===== src/rtl/seq_signed_divider_if.sv =====
// Start/done handshake and operand/result bus for the sequential signed divider.
interface seq_signed_divider_if #(
    parameter int unsigned WIDTH = 4
);
    logic             start;
    logic [WIDTH-1:0] dividend;
    logic [WIDTH-1:0] divisor;
    logic             busy;
    logic             done;
    logic [WIDTH-1:0] quotient;
    logic [WIDTH-1:0] remainder;
    logic             div_by_zero;
    logic             overflow;

    modport master (
        output start, dividend, divisor,
        input  busy, done, quotient, remainder, div_by_zero, overflow
    );

    modport slave (
        input  start, dividend, divisor,
        output busy, done, quotient, remainder, div_by_zero, overflow
    );
endinterface


===== src/rtl/seq_signed_divider.sv =====
// Sequential two's-complement divider: restoring shift-subtract on magnitudes,
// one quotient bit per clock, then sign fixup. Truncates toward zero like SV / and %.
module seq_signed_divider #(
    parameter int unsigned WIDTH = 4
) (
    input logic                clk,
    input logic                rst_n,
    seq_signed_divider_if.slave bus
);
    localparam int unsigned    CW      = $clog2(WIDTH);
    localparam logic [WIDTH-1:0] MIN_VAL = {1'b1, {(WIDTH-1){1'b0}}};
    localparam logic [WIDTH-1:0] NEG_ONE = '1;

    typedef enum logic [1:0] {IDLE, CALC, FIX} state_t;

    state_t           state;
    logic [WIDTH-1:0] rem;
    logic [WIDTH-1:0] work;
    logic [WIDTH-1:0] mag_b;
    logic [CW-1:0]    cnt;
    logic             sign_a;
    logic             neg_q;
    logic             dz_pend;
    logic             ov_pend;
    logic [WIDTH-1:0] dividend_q;

    logic             busy_r;
    logic             done_r;
    logic [WIDTH-1:0] quotient_r;
    logic [WIDTH-1:0] remainder_r;
    logic             dz_r;
    logic             ov_r;

    logic [WIDTH-1:0] abs_a_c;
    logic [WIDTH-1:0] abs_b_c;
    logic [WIDTH:0]   shifted_c;
    logic [WIDTH-1:0] diff_c;
    logic             ge_c;

    // Magnitudes are unsigned WIDTH so |MIN| fits; the compare runs at WIDTH+1 bits.
    always_comb begin
        abs_a_c   = bus.dividend[WIDTH-1] ? WIDTH'(~bus.dividend + 1'b1) : bus.dividend;
        abs_b_c   = bus.divisor[WIDTH-1]  ? WIDTH'(~bus.divisor + 1'b1)  : bus.divisor;
        shifted_c = {rem, work[WIDTH-1]};
        ge_c      = (shifted_c >= {1'b0, mag_b});
        diff_c    = shifted_c[WIDTH-1:0] - mag_b;
    end

    always_ff @(posedge clk) begin
        if (!rst_n) begin
            state       <= IDLE;
            rem         <= '0;
            work        <= '0;
            mag_b       <= '0;
            cnt         <= '0;
            sign_a      <= 1'b0;
            neg_q       <= 1'b0;
            dz_pend     <= 1'b0;
            ov_pend     <= 1'b0;
            dividend_q  <= '0;
            busy_r      <= 1'b0;
            done_r      <= 1'b0;
            quotient_r  <= '0;
            remainder_r <= '0;
            dz_r        <= 1'b0;
            ov_r        <= 1'b0;
        end else begin
            done_r <= 1'b0;
            case (state)
                IDLE: begin
                    if (bus.start) begin
                        dividend_q <= bus.dividend;
                        sign_a     <= bus.dividend[WIDTH-1];
                        neg_q      <= bus.dividend[WIDTH-1] ^ bus.divisor[WIDTH-1];
                        work       <= abs_a_c;
                        mag_b      <= abs_b_c;
                        rem        <= '0;
                        cnt        <= CW'(WIDTH - 1);
                        dz_pend    <= (bus.divisor == '0);
                        ov_pend    <= (bus.dividend == MIN_VAL) && (bus.divisor == NEG_ONE);
                        busy_r     <= 1'b1;
                        state      <= CALC;
                    end
                end
                CALC: begin
                    rem  <= ge_c ? diff_c : shifted_c[WIDTH-1:0];
                    work <= {work[WIDTH-2:0], ge_c};
                    if (cnt == '0) begin
                        state <= FIX;
                    end else begin
                        cnt <= cnt - 1'b1;
                    end
                end
                FIX: begin
                    // Zero divisor bypasses the datapath so the remainder keeps the dividend's sign.
                    if (dz_pend) begin
                        quotient_r  <= NEG_ONE;
                        remainder_r <= dividend_q;
                    end else begin
                        quotient_r  <= neg_q  ? WIDTH'(~work + 1'b1) : work;
                        remainder_r <= sign_a ? WIDTH'(~rem + 1'b1)  : rem;
                    end
                    dz_r   <= dz_pend;
                    ov_r   <= ov_pend;
                    done_r <= 1'b1;
                    busy_r <= 1'b0;
                    state  <= IDLE;
                end
                default: state <= IDLE;
            endcase
        end
    end

    assign bus.busy        = busy_r;
    assign bus.done        = done_r;
    assign bus.quotient    = quotient_r;
    assign bus.remainder   = remainder_r;
    assign bus.div_by_zero = dz_r;
    assign bus.overflow    = ov_r;
endmodule


===== src/flat_wrapper.sv =====
// flat-port wrapper written by rule: the top's interface ports become plain ports
module seq_signed_divider_flat 
#(
    parameter int unsigned WIDTH = 4
)
  (clk, rst_n, bus_start, bus_dividend, bus_divisor, bus_busy, bus_done, bus_quotient, bus_remainder, bus_div_by_zero, bus_overflow);
  seq_signed_divider_if #(.WIDTH(WIDTH)) bus_i ();
  input logic clk;
  input logic rst_n;
  input wire logic [$bits(bus_i.start)-1:0] bus_start;
  input wire logic [$bits(bus_i.dividend)-1:0] bus_dividend;
  input wire logic [$bits(bus_i.divisor)-1:0] bus_divisor;
  output wire logic [$bits(bus_i.busy)-1:0] bus_busy;
  output wire logic [$bits(bus_i.done)-1:0] bus_done;
  output wire logic [$bits(bus_i.quotient)-1:0] bus_quotient;
  output wire logic [$bits(bus_i.remainder)-1:0] bus_remainder;
  output wire logic [$bits(bus_i.div_by_zero)-1:0] bus_div_by_zero;
  output wire logic [$bits(bus_i.overflow)-1:0] bus_overflow;
  assign bus_i.start = bus_start;
  assign bus_i.dividend = bus_dividend;
  assign bus_i.divisor = bus_divisor;
  assign bus_busy = bus_i.busy;
  assign bus_done = bus_i.done;
  assign bus_quotient = bus_i.quotient;
  assign bus_remainder = bus_i.remainder;
  assign bus_div_by_zero = bus_i.div_by_zero;
  assign bus_overflow = bus_i.overflow;
  seq_signed_divider #(.WIDTH(WIDTH)) u_core (.clk(clk), .rst_n(rst_n), .bus(bus_i));
endmodule

===== config.mk =====
export PLATFORM = sky130hd
export DESIGN_NAME = seq_signed_divider_flat
export DESIGN_NICKNAME = d
export VERILOG_FILES = /design/src/rtl/seq_signed_divider_if.sv /design/src/rtl/seq_signed_divider.sv /design/src/flat_wrapper.sv
export SDC_FILE = /design/constraint.sdc
export NUM_CORES = 1
export LEC_CHECK = 0
export ABC_AREA = 1
export BUFFER_PORTS_ARGS = -buffer_cell sky130_fd_sc_hd__buf_2
export CORE_MARGIN = 5
export CORE_UTILIZATION = 38
export DETAILED_ROUTE_END_ITERATION = 8
export HOLD_SLACK_MARGIN = 0.08
export PLACE_DENSITY = 0.54
export SKIP_LAST_GASP = 1
export SYNTH_ARGS = -nofsm -noshare
export SYNTH_HDL_FRONTEND = slang
export SYNTH_SLANG_ARGS = --single-unit

===== constraint.sdc =====
create_clock -name clk -period 2.58 [get_ports clk]
set_input_delay 0.387 -clock clk [delete_from_list [all_inputs] [get_ports clk]]
set_output_delay 0.387 -clock clk [all_outputs]
set_load 0.01 [all_outputs]

==> run summary, run 1 <==
status - finished clean
largest net degree at the start of global routing - 20
fin area - 1980 sq um
Clock Latency Late Sink - 280 ps
met2 wire len - 1.56 mm
placed insts - 303
worst endpoint required time - 2740 ps
HP Class - primary input to flip-flop
area growth from synthesis to layout - 13.7%
cell taking the most area after synthesis - dfxtp_1
Fin Clk Skew - 8.84 ps
PD cells - 665 nW/um^2
IO Pins - 23
Tcrit/Tclk final - 60.0%
CP max-delay cell - fa_1
share of the synthesized area in the top cell type - 40.2%
Setup Fix Bufs, Post-CTS - 0
CTS clk-pin slew, worst paths - 70 ps
vias per inst - 4.82
Crit Path Class - flip-flop to flip-flop
drt total wl - 3.82 mm
top post-synthesis cells by area - dfxtp_1 (40%), nand2_1 (8.6%), ha_1 (7.2%)
Die W - 77.7 um
cell count after synthesis - 232
cts repair resizes - 0
Max IR drop VDD - 0.000335 V
crit path DAT - 1710 ps
CTS tree - done
average routed wire per standard cell - 12.3 um
vias in the first global route - 1,444
cts hold-fix bufs - 0
H-tree levels - 2
Yosys cell types - 31
DR iter-0 viols - 102
Syn Nets - 254
Routed met3 length - 155 um
TritonRoute pass-1 iters - 4
area post-placement - 1900 sq um
remaining global-route overflow - 0
final hold slack - 405 ps
Setup crit start kind - flip-flop
Sink Count - 35
max cap viols - 0
Lkg Pwr - 0.930 nW
TritonCTS Buffers - 5
crit-path most repeated cell - inv_1
sequential element share of the synthesized area - 40.2%
setup_tns - 0 ps
critical path fanouts, max - 3
core area - 4410 sq um
Final ANT Viol Nets - 0
deepest clock path buffer count - 2
Initial Utilization - 39.5%
die area - 6040 sq um
post-layout minimum cycle time - 1550 ps
Critical Path Sink Type - flip-flop
CP Cell Sequence - inv_1, ha_1, inv_1, fa_1, xnor2_1, nand2_1, nand3_1, a21oi_1
first-pass GRT wire length - 6.76 mm
ratio of cells with drive above 1 in the final layout - 17.0%
mapped cell area - 1740 sq um
Max Fclk - 646 MHz
Overall Power - 1.32 mW
final hold vios - 0
final count of negative-setup-slack endpoints - 0
#FFs+latches synth - 35
I/O Buffers - 22
initial antenna violation count - 0
Max Slew Vio Count - 0
RSZ-0062 raised after global routing - false
dpl hpwl - 2.88 mm
syn_area_per_cell - 7.51 sq um
nets - 280
worst-margin pin slew - 349 ps
GRT Total Usage - 13.9%
Placer Congestion - 0.811
routed via count - 1,499
Root Buffer - clkbuf_8
Antenna Cells - 0
slowest stage delay, CP - 430 ps
Max-slew headroom - 76.7%
M1 WL - 2.06 mm
Yosys warning count - 0
Vert. Die Dim - 77.7 um
DR top layer - met4
# DRC - 0
row cnt - 24
Final Non-Filler Cells - 311
## logic make-up after synthesis
group | Yosys count | share of synthesized area [%]
AND/OR/NAND/NOR | 90 | 23.4
AO/OA/AOI/OAI | 53 | 16.7
buffers and inverters | 38 | 8.76
flip-flops | 35 | 40.2
adder cells (fa/ha/maj) | 11 | 8.33
XOR/XNOR | 5 | 2.51
## area by class of cell
cell class | instances | area [sq um]
clock inverters | 1 | 5.00
fillers | 483 | 2430
flip-flops and latches | 35 | 701
well taps | 52 | 65.1
repair buffers | 23 | 118
multi-input cells | 159 | 888
clock buffers | 7 | 76.3
inverters | 34 | 128
## critical path: cells and delay by family, from the launching register on
kind            cells  cell delay [ps]
compound gates      1               60
xor+xnor            1              170
fa+ha+maj           2              580
buf+inv             2              160
flops               1              320
simple gates        2              130
## power breakdown
part | switching (mW) | internal, mW
Clock | 0.185 | 0.189
Sequential | 0.0295 | 0.583
Combinational | 0.208 | 0.122
## layout by cell type (no fill, tap or decap)
cell      instances
nor2_1           23
clkbuf_8          5
xnor2_1           2
a31oi_1           5
nor3_1            3
nand2_2           3
clkinv_2          1
buf_4             1
ha_1             10
a21oi_1          21
a31o_1            1
o211ai_1          1
fa_1              1
nor2_2            2
or2_4             1
buf_2            22
nand4_1           1
dfxtp_1          35
clkbuf_1          2
o22ai_1           1
a211oi_1          1
nor2_4            3
nand2_1          40
o21ai_0          18
inv_1            29
nand3_1          13
o221ai_1          1
inv_2             5
o21ai_1           2
nand2_4           1
a22oi_1           1
xor2_1            3
a221oi_1          1
## path summary, 6_finish.rpt
path / slack (ps) / from / end / depth (start not counted)
setup / recovery: 1030 / u_core.work[3]$_SDFFE_PN0P_ / u_core.rem[2]$_SDFFE_PN0P_ / 8
hold / removal: 400 / bus_dividend[1] / u_core.dividend_q[1]$_SDFFE_PN0P_ / 3
setup reg to reg: 1030 / u_core.work[3]$_SDFFE_PN0P_ / u_core.rem[2]$_SDFFE_PN0P_ / 8
hold reg to reg: 420 / u_core.cnt[0]$_SDFFE_PN0P_ / u_core.cnt[0]$_SDFFE_PN0P_ / 1
## synthesized netlist by cell type (all sizes together)
cell type and count:
o22ai 1, nor2 28, or2 1, o221ai 1, a31o 1, clkbuf 1, a21oi 21, o21ai 20
inv 34, a221oi 1, a22oi 1, o211ai 1, xnor2 2, nand4 1, fa 1, a211oi 1
ha 10, nand3 13, a31oi 5, nand2 44, dfxtp 35, nor3 3, buf 3, xor2 3
## flip-flops by register name, summed over array words and instances, names as in the netlist
name and count:
u_core.bus.quotient 4, u_core.dz_pend 1, u_core.dividend_q 4, u_core.mag_b 4, u_core.bus.busy 1, u_core.bus.div_by_zero 1
u_core.rem 4, u_core.bus.overflow 1, u_core.bus.done 1, u_core.neg_q 1, u_core.cnt 2, u_core.ov_pend 1
u_core.work 4, u_core.state 2, u_core.bus.remainder 4
## per-layer routing
| layer | vias to the layer above | track usage, % |
|---|---|---|
| met1 | 656 | 19.4 |
| met4 | 0 | 4.64 |
| met5 | - | 0 |
| met3 | 5 | 3.70 |
| met2 | 24 | 20.9 |
| li1 | 814 | - |
## through the flow
stage | setup slack, ps | util [%]
after floorplan | 1160 | -
after global routing | 914 | 44.9
after detailed placement | 1010 | 43.0
final | 1030 | 44.9
after CTS | 1010 | 44.9
after global placement | 1050 | 43.0
(Power assumes the default switching activity.)
==> run 2, diff against run 1 <==
clock period = 1.6 ns   (was 2.58 ns; I/O delays follow)
==> run 2 against run 1 <==
Compared with the run above:
- fmax up 4.9%
- clock power is 85% higher
- final cell count increased by 0.96%
- combinational power up 65%
- wire length fell by 0.24%
- power is 69% higher
- clock skew shrank 2.2 ps
- die area stayed put
- clock-buffer cell count grew 1
- worst setup slack lost 910 ps
- utilization grew 1.2 points
==> run summary, run 2 (synthesized netlist as in run 1, its figures left out) <==
status - finished clean
H-tree levels - 2
Root Buffer - clkbuf_8
final count of negative-setup-slack endpoints - 0
cts hold-fix bufs - 0
Die W - 77.7 um
TritonCTS Buffers - 5
final hold slack - 232 ps
fin area - 2030 sq um
core area - 4410 sq um
TritonRoute pass-1 iters - 4
dpl hpwl - 2.96 mm
GRT Total Usage - 13.8%
Overall Power - 2.22 mW
Max-slew headroom - 76.5%
P_sw - 0.681 mW
worst endpoint required time - 1760 ps
Clock Latency Late Sink - 280 ps
area post-placement - 1920 sq um
Comb pwr share - 24.4%
I/O Buffers - 22
Initial Utilization - 39.5%
PD cells - 1090 nW/um^2
first-pass GRT wire length - 6.73 mm
setup slack after layout - 124 ps
average routed wire per standard cell - 12.1 um
drt total wl - 3.81 mm
vias per inst - 4.89
HP Class - primary input to flip-flop
Max Slew Vio Count - 0
final hold vios - 0
IO Pins - 23
Sink Count - 35
area growth from synthesis to layout - 16.8%
post-layout minimum cycle time - 1480 ps
placed insts - 306
setup_tns - 0 ps
fillers - 470
Placer Congestion - 0.762
Max Fclk - 678 MHz
dpl ws - 67.3 ps
crit path DAT - 1640 ps
remaining global-route overflow - 0
commonest cells after routing, fill and taps aside - nand2_1 (40), dfxtp_1 (35), inv_1 (28)
critical path fanouts, max - 3
ratio of cells with drive above 1 in the final layout - 19.1%
Final Non-Filler Cells - 314
Clk pwr share - 31.1%
initial antenna violation count - 0
commonest non-fill, non-tap cell in the layout - nand2_1
Crit Path Class - flip-flop to flip-flop
row cnt - 24
Max IR drop VDD - 0.000407 V
Flop pwr share - 44.4%
RSZ-0062 raised after global routing - false
Fin Clk Skew - 6.64 ps
CTS clk-pin slew, worst paths - 70 ps
vias in the first global route - 1,451
Antenna Cells - 0
worst-margin pin slew - 352 ps
die area - 6040 sq um
cell-internal power - 1.54 mW
Setup crit start kind - flip-flop
Worst Reg-to-Reg Cells - 8
Vert. Die Dim - 77.7 um
routed via count - 1,537
switch share - 30.6%
deepest clock path buffer count - 2
Critical Path Sink Type - flip-flop
Hold Crit Depth - 3
fin util - 46.1%
CTS tree - done
DR iter-0 viols - 49
max cap viols - 0
Final ANT Viol Nets - 0
# DRC - 0
Lkg Pwr - 0.955 nW
nets - 283
largest net degree at the start of global routing - 20
Tcrit/Tclk final - 92.2%
-- run 2: power by group through the flow --
| stage | clock network (mW) | logic (mW) | registers [mW] |
|---|---|---|---|
| after floorplan | 0 | 0.408 | 1.00 |
| after global routing | 0.745 | 0.633 | 0.996 |
| after global placement | 0 | 0.540 | 1.01 |
| after CTS | 0.710 | 0.543 | 0.986 |
| after detailed placement | 0 | 0.541 | 1.01 |
| final | 0.693 | 0.543 | 0.989 |
-- run 2: cell type report --
cell class / count / area, sq um / share of cell area (%)
Clock buffer: 8 / 100 / 4.92
Tap cell: 52 / 65.1 / 3.20
Timing Repair Buffer: 26 / 140 / 6.89
Multi-Input combinational cell: 159 / 901 / 44.3
Sequential cell: 35 / 701 / 34.4
Inverter: 34 / 128 / 6.27
-- run 2: path summary, 6_finish.rpt --
check | from | endpoint | slack (ps)
setup / recovery | u_core.work[3]$_SDFFE_PN0P_ | u_core.rem[2]$_SDFFE_PN0P_ | 120
hold / removal | bus_dividend[2] | u_core.dividend_q[2]$_SDFFE_PN0P_ | 230
setup reg to reg | u_core.work[3]$_SDFFE_PN0P_ | u_core.rem[2]$_SDFFE_PN0P_ | 120
hold reg to reg | u_core.cnt[0]$_SDFFE_PN0P_ | u_core.cnt[0]$_SDFFE_PN0P_ | 420
-- run 2: timing repair --
action	CTS	global route
resized for setup	0	2
buffers inserted	0	0
setup endpoints to repair	0	4
hold endpoints to repair	0	0
-- run 2: layer usage --
metal | wire length, um | global-route usage [%] | part of all wire, % | up-vias
met5 | 0 | 0 | 0 | -
met4 | 64 | 5.67 | 1.7 | 0
met3 | 164 | 3.47 | 4.3 | 8
met2 | 1580 | 20.1 | 41 | 25
met1 | 2000 | 19.4 | 53 | 686
li1 | - | - | - | 818
-- run 2: critical path, cell delays in order (launching register included) --
cell	delay [ps]
dfxtp_1	330
inv_2	70
ha_1	140
inv_1	60
fa_1	430
xnor2_1	150
nand2_1	70
nand3_1	60
a21oi_1	60
